**src/rtl/serial_subtractor_if.sv**
```systemverilog
// Operand/result bundle for the bit-serial subtractor.
// The master drives the operands and start; the slave returns the status and the result.
interface serial_subtractor_if #(
  parameter int unsigned W = 4
) ();
  logic         start;
  logic [W-1:0] A;
  logic [W-1:0] B;
  logic         B_in;
  logic         busy;
  logic         done;
  logic [W-1:0] D;
  logic         QB;

  modport master (
    output start, A, B, B_in,
    input  busy, done, D, QB
  );

  modport slave (
    input  start, A, B, B_in,
    output busy, done, D, QB
  );
endinterface

```
**src/rtl/serial_subtractor.sv**
```systemverilog
// Bit-serial full subtractor: one difference bit per clock, LSB first, with a registered borrow.
// The parallel result and final borrow are held from the done pulse until the next accepted start.
module serial_subtractor #(
  parameter int unsigned W = 4
) (
  input logic               clk,
  input logic               reset,
  serial_subtractor_if.slave bus
);
  localparam int unsigned CntW = $clog2(W + 1);

  typedef enum logic [1:0] {StIdle, StRun, StDone} state_e;

  state_e         state;
  logic [W-1:0]   op_a, op_b, res, res_next;
  logic           br, br_next;
  logic           a, b, d;
  logic [CntW-1:0] cnt;
  logic           last;

  // Full-subtractor slice on the current LSBs; the new bit enters the result at the MSB.
  always_comb begin
    a            = op_a[0];
    b            = op_b[0];
    d            = a ^ b ^ br;
    br_next      = (~a & b) | (~(a ^ b) & br);
    res_next     = res >> 1;
    res_next[W-1] = d;
    last         = (cnt == CntW'(W - 1));
  end

  always_ff @(posedge clk) begin
    if (reset) begin
      state    <= StIdle;
      op_a     <= '0;
      op_b     <= '0;
      res      <= '0;
      br       <= 1'b0;
      cnt      <= '0;
      bus.busy <= 1'b0;
      bus.done <= 1'b0;
      bus.D    <= '0;
      bus.QB   <= 1'b0;
    end else begin
      unique case (state)
        StIdle, StDone: begin
          bus.done <= 1'b0;
          if (bus.start) begin
            op_a     <= bus.A;
            op_b     <= bus.B;
            br       <= bus.B_in;
            cnt      <= '0;
            res      <= '0;
            bus.busy <= 1'b1;
            state    <= StRun;
          end else begin
            state <= StIdle;
          end
        end
        StRun: begin
          op_a <= op_a >> 1;
          op_b <= op_b >> 1;
          res  <= res_next;
          br   <= br_next;
          cnt  <= cnt + CntW'(1);
          if (last) begin
            bus.D    <= res_next;
            bus.QB   <= br_next;
            bus.busy <= 1'b0;
            bus.done <= 1'b1;
            state    <= StDone;
          end
        end
        default: state <= StIdle;
      endcase
    end
  end
endmodule

```
**src/flat_wrapper.sv**
```systemverilog
// flat-port wrapper written by rule: the top's interface ports become plain ports
module serial_subtractor_flat 
#(
  parameter int unsigned W = 4
)
  (clk, reset, bus_start, bus_A, bus_B, bus_B_in, bus_busy, bus_done, bus_D, bus_QB);
  serial_subtractor_if #(.W(W)) bus_i ();
  input logic clk;
  input logic reset;
  input wire logic [$bits(bus_i.start)-1:0] bus_start;
  input wire logic [$bits(bus_i.A)-1:0] bus_A;
  input wire logic [$bits(bus_i.B)-1:0] bus_B;
  input wire logic [$bits(bus_i.B_in)-1:0] bus_B_in;
  output wire logic [$bits(bus_i.busy)-1:0] bus_busy;
  output wire logic [$bits(bus_i.done)-1:0] bus_done;
  output wire logic [$bits(bus_i.D)-1:0] bus_D;
  output wire logic [$bits(bus_i.QB)-1:0] bus_QB;
  assign bus_i.start = bus_start;
  assign bus_i.A = bus_A;
  assign bus_i.B = bus_B;
  assign bus_i.B_in = bus_B_in;
  assign bus_busy = bus_i.busy;
  assign bus_done = bus_i.done;
  assign bus_D = bus_i.D;
  assign bus_QB = bus_i.QB;
  serial_subtractor #(.W(W)) u_core (.clk(clk), .reset(reset), .bus(bus_i));
endmodule
```
**config.mk**
```make
export PLATFORM = sky130hd
export DESIGN_NAME = serial_subtractor_flat
export DESIGN_NICKNAME = d
export VERILOG_FILES = /design/src/rtl/serial_subtractor_if.sv /design/src/rtl/serial_subtractor.sv /design/src/flat_wrapper.sv
export SDC_FILE = /design/constraint.sdc
export NUM_CORES = 1
export LEC_CHECK = 0
export ABC_AREA = 1
export BUFFER_PORTS_ARGS = -buffer_cell sky130_fd_sc_hd__buf_2
export CAP_MARGIN = 20
export CORE_UTILIZATION = 56
export CTS_BUF_LIST = sky130_fd_sc_hd__clkbuf_4
export CTS_CLUSTER_DIAMETER = 40
export DETAILED_ROUTE_END_ITERATION = 16
export PLACE_DENSITY = 0.79
export SLEW_MARGIN = 10
export SYNTH_ARGS = -nofsm -noshare
export SYNTH_HDL_FRONTEND = slang
export SYNTH_SLANG_ARGS = --single-unit
```
**constraint.sdc**
```tcl
create_clock -name clk -period 1.3 [get_ports clk]
set_input_delay 0.13 -clock clk [delete_from_list [all_inputs] [get_ports clk]]
set_output_delay 0.13 -clock clk [all_outputs]
set_load 0.02 [all_outputs]
```
# == After elaboration in Yosys (flattened, before gate mapping) ==
# Index checks and enable logic that the tools add are counted.
# op_classes
add_sub_neg,1
n_eq_ne,5
muxes,18
bitwise,7
n_reduce_logical,7
# ops
operator,n
$pmux W4 S2,3
$mux W4,3
$pmux W1 S2,3
$pmux W3 S2,1
$reduce_and A2 Y1,3
$mux W1,5
$pmux W2 S2,1
$add A3 B1 Y3 const B,1
$eq A3 B2 Y1 const B,1
$mux W3,1
$reduce_and A3 Y1,1
$and A1 B1 Y1,2
$eq A2 B1 Y1 const B,1
$eq A2 B2 Y1 const B,1
$logic_not A2 Y1,1
$mux W2,1
$ne A2 B1 Y1 const B,1
$ne A2 B2 Y1 const B,1
$not A1 Y1,2
$reduce_bool A2 Y1,1
$reduce_or A2 Y1,1
$xor A1 B1 Y1,2
$or A1 B1 Y1,1
# word_totals
ff_bits,25
output_inout_bits,7
word_cells,48

# == Depth between registers and ports, before layout ==
# Gate-level depths: netlist of the first run.
# logic_depth
word_depth,5
depth_mapped,7

# == Worst setup path after synthesis of the first run ==
# OpenSTA, ideal clock, no wires.
# synth_timing
path_kind,register to register
startpoint,register u_core.op_b[0]
endpoint,register u_core.br
setup_ns,0.065
t_arrival_ns,1.059
slack_ns,0.176
stages_incl_launch_ff,7
path_buffers,0
period_less_slack_ns,1.124
path_cell_list,dfxtp_1 inv_1 fa_1 nand3b_1 nand2_1 nor2_1 nor2_1
# synth_between
elab_chain_cells,5
# synth_rtl
element,line,text
from (decl),serial_subtractor.sv:15,"logic [W-1:0] op_a, op_b, res, res_next;"
from (signal assigned),serial_subtractor.sv:50,op_b <= bus.B;
from (signal assigned),serial_subtractor.sv:62,op_b <= op_b >> 1;
$xor A1 B1 Y1,serial_subtractor.sv:26,br_next = (~a & b) | (~(a ^ b) & br);
$not A1 Y1,serial_subtractor.sv:26,
$and A1 B1 Y1,serial_subtractor.sv:26,
$or A1 B1 Y1 (*),serial_subtractor.sv:26,
$pmux W1 S2 (*),serial_subtractor.sv:45,unique case (state)
to (signal assigned),serial_subtractor.sv:51,br <= bus.B_in;
to (signal assigned),serial_subtractor.sv:64,br <= br_next;
to (decl),serial_subtractor.sv:16,"logic br, br_next;"
# Every way passes the cells marked *; elsewhere a longest branch is shown, timed or not.
# A chain may end at the register's enable or synchronous reset.

# == Worst setup path after layout of the first run ==
# layout_timing
startpoint,register u_core.cnt[0]
endpoint,register u_core.cnt[2]
# layout_between
elab_chain_cells,2
# layout_rtl
element,line,text
from (decl),serial_subtractor.sv:18,logic [CntW-1:0] cnt;
from (signal assigned),serial_subtractor.sv:65,cnt <= cnt + CntW'(1);
$add A3 B1 Y3,serial_subtractor.sv:65,
$pmux W3 S2,serial_subtractor.sv:45,
# Every way passes these cells.

==> results of run 1 <==
==> logic make-up (layout without fill, tap and decap cells) <==
family,after synthesis,after routing,synth area share [%]
buffers and inverters,22,44,10.30
and+or+nand+nor,72,72,32.48
adders and majority gates,3,3,4.363
DFF,24,24,46.55
AOI/OAI and AO/OA,13,13,6.302
==> registers in the layout, summed over array words and instances (netlist names) <==
register,cells
u_core.res,3
u_core.bus.QB,1
u_core.op_b,4
u_core.bus.done,1
u_core.state,2
u_core.bus.D,4
u_core.br,1
u_core.op_a,4
u_core.cnt,3
u_core.bus.busy,1
==> area by class of cell <==
| cell class | instances | area [um2] | share of cell area, % |
|---|---|---|---|
| flip-flops and latches | 24 | 480.5 | 38.79 |
| multi-input cells | 88 | 450.4 | 36.36 |
| repair buffers | 25 | 167.7 | 13.54 |
| inverters | 15 | 56.30 | 4.545 |
| well taps | 25 | 31.28 | 2.525 |
| clock inverters | 1 | 30.03 | 2.424 |
| clock buffers | 3 | 22.52 | 1.818 |
==> routing by layer <==
| metal | up-vias | GRT usage, % |
|---|---|---|
| met5 | - | 0 |
| met4 | 0 | 14.55 |
| met3 | 5 | 2.400 |
| met2 | 24 | 39.71 |
| met1 | 441 | 31.41 |
| li1 | 477 | - |
==> metrics by stage <==
step / area, um2 / setup slack (ns) / utilization (%)
finish: 1239 / 0.07168 / 71.74
global route: 1239 / 0.0008217 / 71.74
CTS: 1234 / 0.07571 / 71.45
detailed placement: 1181 / 0.1059 / 68.41
global placement: 1181 / 0.1561 / 68.41
floorplan: 1032 / 0.1761 / -
==> worst paths after layout <==
check             startpoint              end  slack [ns]  cells after the start
max            u_core.cnt[0]    u_core.cnt[2]        0.07                      4
min                 bus_A[0]   u_core.op_a[0]        0.02                      3
max reg2reg    u_core.cnt[0]    u_core.cnt[2]        0.07                      4
min reg2reg  u_core.bus.busy  u_core.bus.busy        0.47                      2
==> critical path: cells and delay by family (launching register included) <==
family | cells | cell delay [ns]
adder cells (fa/ha/maj) | 2 | 0.44
AO/OA/AOI/OAI | 1 | 0.12
flip-flops | 1 | 0.39
AND/OR/NAND/NOR | 1 | 0.22
==> layout by cell type (no fill, tap or decap), drive strengths merged <==
cell type	n
nand3	27
nor2	10
nand2	27
inv	15
o21ai	2
buf	25
a21oi	11
bufinv	1
ha	2
clkbuf	3
or2	1
nor3	6
dfxtp	24
fa	1
nand3b	1
==> power by group <==
group          internal (mW)  switching (mW)  leakage, nW
clock                  0.312           0.239       0.0279
sequential             0.777          0.0209        0.196
combinational          0.107           0.141        0.343
==> timing repair <==
item,in CTS,in global routing
endpoints found under the setup margin,0,2
gates resized for setup,0,2
hold buffers,0,0
==> summary.md, run 1 <==
| Metric | Value |
|---|---|
| Required time of the critical path | 1.57 ns |
| CP max stage cell | dfxtp_1 |
| Ys flop type | dfxtp_1 |
| Mapped Nets | 149 |
| Layout area overhead | 20.00% |
| Tightest Hold Check Type | in2reg |
| WL met2 | 1004 um |
| Rel. slew slack | 81.18% |
| Crit path time final | 1.228 ns |
| Synth top area cells | dfxtp_1, nand3_1, nand2_1 |
| Initial antenna violation count | 0 |
| Global-route wire length before repair | 3505 um |
| Worst Path Arrival | 1.50 ns |
| CP startpoint kind | flop |
| Clock skew | 0.004121 ns |
| Final Wtd Congestion | 0.8354 |
| Max FO, Critical Path | 3 |
| Cells after DPL | 177 |
| Final Hold Viols | 0 |
| Final setup vio count | 0 |
| Post-synth ARST share | 0% |
| Worst path cell trace | ha_1, ha_2, or2_1, a21oi_1 |
| Worst skew pair latency | 0.33 ns |
| Drt wl/cell | 11.88 um |
| DRT Pass-1 Iters | 4 |
| Slowest Stage Delay on Critical Path | 0.39 ns |
| Die X | 44.94 um |
| Max Root-Sink Buffers | 2 |
| Worst slew pin tran | 0.2820 ns |
| PwrDens | 1290 nW/um2 |
| Post-synthesis sequential area ratio | 46.55% |
| Setup TNS | 0 ns |
| Detailed-route wire length on metal 1 | 1007 um |
| Crit Path Category | reg2reg |
| Core area | 1727 um2 |
| Post-synth top cells | nand3_1, nand2_1, dfxtp_1 |
| Worst-path clk slew | 0.14 ns |
| Number of enable flip-flop cells after synthesis | 0 |
| H-tree levels | 1 |
| Peak VDD IR | 1.249 mV |
| Root buf cell | clkbuf_4 |
| # DRC | 0 |
| Netlist Area Pre-Place | 1032 um2 |
| Chip height | 44.94 um |
| Yosys warnings | 0 |
| Iteration-0 DRC count of the detailed router | 31 |
| Cell variety after synth | 22 |
| Max Slew Vio Count | 0 |
| Leakage | 0.5675 nW |
| Share of cells above drive strength 1 | 23.72% |
| Ant diodes | 0 |
| CTS buffer count | 3 |
| Max Used Layer | met4 |
| Grt total ovfl | 0 |
| Vias in the first global route | 808 |
| Largest net degree at the start of global routing | 15 |
| Max capacitance violation total | 0 |
| Final period util | 94.49% |
| Final net count | 172 |
| Initial Utilization | 59.78% |
| Fillers | 147 |
| FF+latch count, synth | 24 |
| Synth top area share | 46.55% |
| Port bufs | 18 |
| Global Route Usage Sum | 24.48% |
| Final hold slack | 0.02068 ns |
| Mapped Cells | 134 |
| Placement Rows | 15 |
| Num ports | 19 |
| Post-CTS Setup Bufs | 0 |
| Post-detail-place hpwl | 1528 um |
| Status | finished clean |
| Sink Count | 24 |
| CTS tree | built |
| Worst Setup End Kind | flop |
| DR vias | 947 |
| Power consumption | 1.598 mW |
| Die Area | 2019 um2 |
| Max Freq | 0.8141 GHz |
| Layout Cells excl Fill | 181 |
| Final wirelength | 2151 um |
| Final ANT Viol Nets | 0 |
| Area leader, netlist | dfxtp_1 |
| Synth Area per Inst | 7.703 um2 |
| Met3 wire length | 83 um |
| Most common cell in the synthesized netlist | nand3_1 |
| Vias per cell | 5.232 |
| RSZ-0062 raised after global routing | false |
Note: power is estimated with default switching activity, not from simulation.
==> run 2, diff against run 1 <==
--- a/config.mk
+++ b/config.mk
@@ -8,12 +8,12 @@
 export ABC_AREA = 1
 export BUFFER_PORTS_ARGS = -buffer_cell sky130_fd_sc_hd__buf_2
 export CAP_MARGIN = 20
-export CORE_UTILIZATION = 56
+export CORE_UTILIZATION = 50
 export CTS_BUF_LIST = sky130_fd_sc_hd__clkbuf_4
 export CTS_CLUSTER_DIAMETER = 40
 export DETAILED_ROUTE_END_ITERATION = 16
-export PLACE_DENSITY = 0.79
-export SLEW_MARGIN = 10
+export PLACE_DENSITY = 0.72
+export SLEW_MARGIN = 20
 export SYNTH_ARGS = -nofsm -noshare
 export SYNTH_HDL_FRONTEND = slang
 export SYNTH_SLANG_ARGS = --single-unit
==> run 2 against run 1 <==
Net effect:
- routed wire length fell by 6.2%
- combinational power hardly changed
- flip-flop and latch count unchanged
- global-route usage fell by 4.6 points
- first-iteration DRC count is 29% lower
- register-to-register slack got worse by 0.03 ns
- die area grew 11%
==> summary.md, run 2 (synthesized netlist as in run 1, its figures left out) <==
| Metric | Value |
|---|---|
| Worst-path clk slew | 0.14 ns (about the same) |
| Core area | 1942 um2 (+12%) |
| Regs by FF count | u_core.bus.D x4, u_core.op_a x4, u_core.op_b x4 |
| Worst R2R Path Depth | 4 (unchanged) |
| Worst path bufs/invs | 1 (+1) |
| Max Freq | 0.7920 GHz (-2.7%) |
| Most frequent cells in the layout | nand3_1, nand2_1, dfxtp_1, buf_2, inv_1 |
| Final ANT Viol Nets | 0 (unchanged) |
| Max capacitance violation total | 0 (unchanged) |
| DR vias | 936 (-1.2%) |
| CTS buffer count | 3 (unchanged) |
| Worst Setup End Kind | flop |
| Required time of the critical path | 1.56 ns (about the same) |
| Share of cells above drive strength 1 | 23.08% (-0.64 points) |
| Die X | 47.44 um (+5.6%) |
| Port bufs | 18 (unchanged) |
| PwrDens | 1282 nW/um2 (-0.58%) |
| Worst Path Arrival | 1.52 ns (+0.02 ns) |
| H-tree levels | 1 (unchanged) |
| Global-route wire length before repair | 3098 um (-12%) |
| Final wirelength | 2018 um (-6.2%) |
| Crit-path leading delay family | adder cells |
| Commonest non-fill, non-tap cell in the layout | nand3_1 |
| Vias per cell | 5.115 (-2.2%) |
| # DRC | 0 (unchanged) |
| Initial Utilization | 53.16% (-6.6 points) |
| Levels on crit path | 4 (unchanged) |
| Max FO, Critical Path | 2 (-1) |
| Vias in the first global route | 725 (-10%) |
| RSZ-0062 raised after global routing | false |
| Slowest Stage Delay on Critical Path | 0.60 ns (+0.21 ns) |
| Rel. slew slack | 76.04% (-5.1 points) |
| Max Slew Vio Count | 0 (unchanged) |
| Worst hold path depth | 3 (unchanged) |
| Root buf cell | clkbuf_4 |
| Final Hold Viols | 0 (unchanged) |
| CTS tree | built |
| Tightest Hold Check Type | in2reg |
| Final Wtd Congestion | 0.8365 (+0.13%) |
| Drt wl/cell | 11.03 um (-7.2%) |
| Ant diodes | 0 (unchanged) |
| Num ports | 19 (unchanged) |
| CP startpoint kind | flop |
| Placement Rows | 16 (+1) |
| Post-detail-place hpwl | 1411 um (-7.7%) |
| Worst skew pair latency | 0.32 ns (about the same) |
| Global Route Usage Sum | 19.87% (-4.6 points) |
| Post-CTS Setup Bufs | 0 (unchanged) |
| CP max stage cell | fa_2 |
| Peak VDD IR | 0.8655 mV (-31%) |
| Setup TNS | 0 ns (unchanged) |
| Layout area overhead | 20.00% (unchanged) |
| Place WS | 0.09992 ns (-0.006001 ns) |
| Final setup margin | 0.03743 ns (-0.03425 ns) |
| Crit path time final | 1.263 ns (+0.03425 ns) |
| DRT Pass-1 Iters | 5 (+1) |
| FF/Latch Area | 480.5 um2 (unchanged) |
| Leakage | 0.5686 nW (+0.21%) |
| Fillers | 187 (+27%) |
| Clock skew | 0.01059 ns (+0.006466 ns) |
| Power consumption | 1.588 mW (-0.58%) |
| Largest net degree at the start of global routing | 15 (unchanged) |
| Footprint of the multi-input gates | 447.9 um2 (-0.56%) |
| Final net count | 172 (unchanged) |
| Grt total ovfl | 0 (unchanged) |
| Iteration-0 DRC count of the detailed router | 22 (-29%) |
| Max Root-Sink Buffers | 2 (unchanged) |
| Final period util | 97.12% (+2.6 points) |
| Final setup vio count | 0 (unchanged) |
| Sink Count | 24 (unchanged) |
| Worst path cell trace | inv_1, fa_2, nand2_1, a21oi_1 |
| Status | finished clean |
| Worst slew pin tran | 0.3590 ns (+0.07702 ns) |
| Die Area | 2250 um2 (+11%) |
| Crit Path Category | reg2reg |
| Initial antenna violation count | 0 (unchanged) |
| Chip height | 47.44 um (+5.6%) |
| Final hold slack | 0.04000 ns (+0.01933 ns) |
==> run 2: worst min-delay path, delay by kind of cell <==
| kind | cells | cell delay [ns] |
|---|---|---|
| buffers and inverters | 1 | 0.07 |
| and+or+nand+nor | 2 | 0.12 |
==> run 2: what timing repair did <==
action	in CTS	in global routing
setup endpoints to repair	0	1
hold buffers	0	0
resized for setup	0	1
endpoints found under the hold margin	0	0
==> run 2: report_power, final <==
group | switching (mW) | total, mW | internal (mW)
sequential | 0.0207 | 0.797 | 0.777
combinational | 0.143 | 0.251 | 0.109
clock | 0.228 | 0.539 | 0.312
==> run 2: per-layer routing <==
layer,GRT usage (%),vias to the layer above,share of wire (%)
met5,0,-,0
met4,8.571,0,1.2
met3,3.396,4,3.8
met2,30.41,25,46
met1,27.66,424,49
li1,-,483,-
==> run 2: worst paths after layout <==
path	from	endpoint	slack, ns
min	bus_A[1]	u_core.op_a[1]	0.04
max reg2reg	u_core.op_b[0]	u_core.res[3]	0.04
max	u_core.op_b[0]	u_core.res[3]	0.04
min reg2reg	u_core.bus.D[0]	u_core.bus.D[0]	0.47
==> run 2: through the flow <==
| step | instances | utilization (%) | area (um2) |
|---|---|---|---|
| after floorplan | 134 | - | 1032 |
| after global placement | 179 | 60.95 | 1184 |
| after detailed placement | 179 | 60.95 | 1184 |
| after CTS | 183 | 63.66 | 1236 |
| after global routing | 183 | 63.79 | 1239 |
| final | 183 | 63.79 | 1239 |
==> run 2: layout make-up <==
cell class / instances / share of cell area, %
clock buffers: 3 / 1.818
clock inverters: 1 / 2.424
inverters: 15 / 4.545
multi-input cells: 88 / 36.16
flip-flops and latches: 24 / 38.79
well taps: 27 / 2.727
repair buffers: 25 / 13.54
==> run 3, diff against run 2 <==
--- a/config.mk
+++ b/config.mk
@@ -8,11 +8,11 @@
 export ABC_AREA = 1
 export BUFFER_PORTS_ARGS = -buffer_cell sky130_fd_sc_hd__buf_2
 export CAP_MARGIN = 20
-export CORE_UTILIZATION = 50
+export CORE_UTILIZATION = 35
 export CTS_BUF_LIST = sky130_fd_sc_hd__clkbuf_4
 export CTS_CLUSTER_DIAMETER = 40
 export DETAILED_ROUTE_END_ITERATION = 16
-export PLACE_DENSITY = 0.72
+export PLACE_DENSITY = 0.53
 export SLEW_MARGIN = 20
 export SYNTH_ARGS = -nofsm -noshare
 export SYNTH_HDL_FRONTEND = slang
==> run 3 against run 2 <==
Net effect:
- critical path depth stayed put
- first-iteration DRC count unchanged
- sequential power barely moved
- register-to-register slack better by 0.04 ns
- clock power decreased by 38%
- worst hold slack got worse by 0.0090 ns
- combinational power hardly changed
- largest cell class unchanged
==> summary.md, run 3 (synthesized netlist as in run 1, its figures left out) <==
| Metric | Value |
|---|---|
| Final setup vio count | 0 (unchanged) |
| Max FO, Critical Path | 2 (unchanged) |
| Placement Rows | 19 (+3) |
| Iteration-0 DRC count of the detailed router | 22 (unchanged) |
| Most frequent cells in the layout | nand3_1, nand2_1, dfxtp_1, buf_2, inv_1 |
| CTS buffer count | 3 (unchanged) |
| Drt wl/cell | 10.71 um (-2.9%) |
| Layout area overhead | 20.48% |
| Regs by FF count | u_core.bus.D x4, u_core.op_a x4, u_core.op_b x4 |
| Die Area | 3170 um2 (+41%) |
| Met3 Track Usage GR | 4.147% (+0.75 points) |
| Vias in the first global route | 842 (+16%) |
| Max Freq | 0.8188 GHz (+3.4%) |
| Share of cells above drive strength 1 | 25.16% (+2.1 points) |
| Chip height | 56.31 um (+19%) |
| Place WS | 0.09743 ns (-0.002488 ns) |
| Met1 Resource Use GR | 20.29% (-7.4 points) |
| Initial antenna violation count | 0 (unchanged) |
| Leakage | 0.5689 nW (about the same) |
| PwrDens | 1114 nW/um2 (-13%) |
| Worst path cell trace | inv_1, fa_2, nand2_1, a21oi_1 |
| Status | finished clean |
| CP startpoint kind | flop |
| Crit Path Category | reg2reg |
| Worst skew pair latency | 0.32 ns (about the same) |
| Final ANT Viol Nets | 0 (unchanged) |
| Final wirelength | 2035 um (+0.84%) |
| Global-route wire length before repair | 3677 um (+19%) |
| Busiest grt layer | met2 |
| Sink Count | 24 (unchanged) |
| Num ports | 19 (unchanged) |
| H-tree levels | 1 (unchanged) |
| DRT Pass-1 Iters | 4 (-1) |
| Worst slew pin tran | 0.3538 ns (-0.005201 ns) |
| Root buf cell | clkbuf_4 |
| Final period util | 93.95% (-3.2 points) |
| Final net count | 175 (+1.7%) |
| Worst Setup End Kind | flop |
| Final Hold Viols | 0 (unchanged) |
| Largest net degree at the start of global routing | 14 (-1) |
| Met2 usage | 22.28% (-8.1 points) |
| Max capacitance violation total | 0 (unchanged) |
| Fillers | 292 (+56%) |
| Rel. slew slack | 76.39% (+0.35 points) |
| Global Route Usage Sum | 14.63% (-5.2 points) |
| Setup TNS | 0 ns (unchanged) |
| Clock skew | 0.009544 ns (-0.001043 ns) |
| Peak VDD IR | 0.7747 mV (-10%) |
| Max Slew Vio Count | 0 (unchanged) |
| Final Wtd Congestion | 0.7514 (-10%) |
| RSZ-0062 raised after global routing | false |
| Final setup margin | 0.07870 ns (+0.04127 ns) |
| Max Root-Sink Buffers | 2 (unchanged) |
| CTS tree | built |
| Die X | 56.31 um (+19%) |
| Ant diodes | 0 (unchanged) |
| Required time of the critical path | 1.55 ns (about the same) |
| Port bufs | 18 (unchanged) |
| Core area | 2781 um2 (+43%) |
| Grt total ovfl | 0 (unchanged) |
| # DRC | 0 (unchanged) |
| Tightest Hold Check Type | in2reg |
| CP max stage cell | fa_2 |
| Post-detail-place hpwl | 1512 um (+7.2%) |
| Worst-path clk slew | 0.13 ns (about the same) |
| Initial Utilization | 37.11% (-16 points) |
| Vias per cell | 4.816 (-5.8%) |
| Worst Path Arrival | 1.47 ns (-0.05 ns) |
| DR vias | 915 (-2.2%) |
| Slowest Stage Delay on Critical Path | 0.58 ns (-0.02 ns) |
| Commonest non-fill, non-tap cell in the layout | nand3_1 |
| Crit path time final | 1.221 ns (-0.04127 ns) |
run 3: cell types whose count changed in the layout (fill, tap and decap cells not counted):
cell / change
buf_4: +3
bufinv_16: -1
clkinv_1: +1
dfxtp_1: -1
dfxtp_2: +1
ha_1: -1
ha_2: +1
run 3: final cells by class:
cell class	count	area, um2	share of cell area, %
Sequential cell	24	481.7	38.73
Timing Repair Buffer	28	190.2	15.29
Clock buffer	3	22.52	1.811
Tap cell	31	38.79	3.119
Multi-Input combinational cell	88	450.4	36.22
Clock inverter	1	3.754	0.3018
Inverter	15	56.30	4.527
run 3: stage by stage:
stage / total power, mW / utilization, % / hold slack [ns] / instances / instance area, um2
floorplan: 0.9779 / - / 0.2721 / 134 / 1032
global placement: 1.054 / 43.00 / 0.3573 / 184 / 1196
detailed placement: 1.058 / 43.00 / 0.3695 / 184 / 1196
CTS: 1.397 / 43.95 / 0.02137 / 188 / 1222
global route: 1.477 / 44.71 / 0.02771 / 190 / 1244
finish: 1.386 / 44.71 / 0.03097 / 190 / 1244
run 3: worst max-delay path: cells and delay by family, from the launching register on:
family,cells,cell delay [ns]
DFF,1,0.33
and+or+nand+nor,1,0.05
AOI/OAI and AO/OA,1,0.14
adders and majority gates,1,0.58
buffers and inverters,1,0.06
run 3: path summary, 6_finish.rpt:
path,cells past startpoint,slack [ns],from,endpoint
worst max register to register,4,0.08,u_core.op_b[0],u_core.res[3]
worst max-delay path,4,0.08,u_core.op_b[0],u_core.res[3]
worst min register to register,2,0.47,u_core.res[2],u_core.bus.D[1]
worst min-delay path,3,0.03,bus_B[1],u_core.op_b[1]
run 3: timing repair:
item                                    4_1_cts  5_1_grt
hold buffers                                  0        0
resized for setup                             0        3
endpoints found under the setup margin        0        4
setup buffers                                 0        2
run 3: power by group:
group / leakage (nW) / internal (mW) / switching (mW) / total (mW)
Combinational: 0.357 / 0.117 / 0.137 / 0.254
Sequential: 0.196 / 0.777 / 0.0210 / 0.798
Clock: 0.0154 / 0.112 / 0.221 / 0.333
run 3: routing by layer:
| layer | part of all wire (%) | vias to the layer above |
|---|---|---|
| met5 | 0 | - |
| met4 | 0.79 | 0 |
| met3 | 4.3 | 2 |
| met2 | 45 | 17 |
| met1 | 50 | 413 |
| li1 | - | 483 |
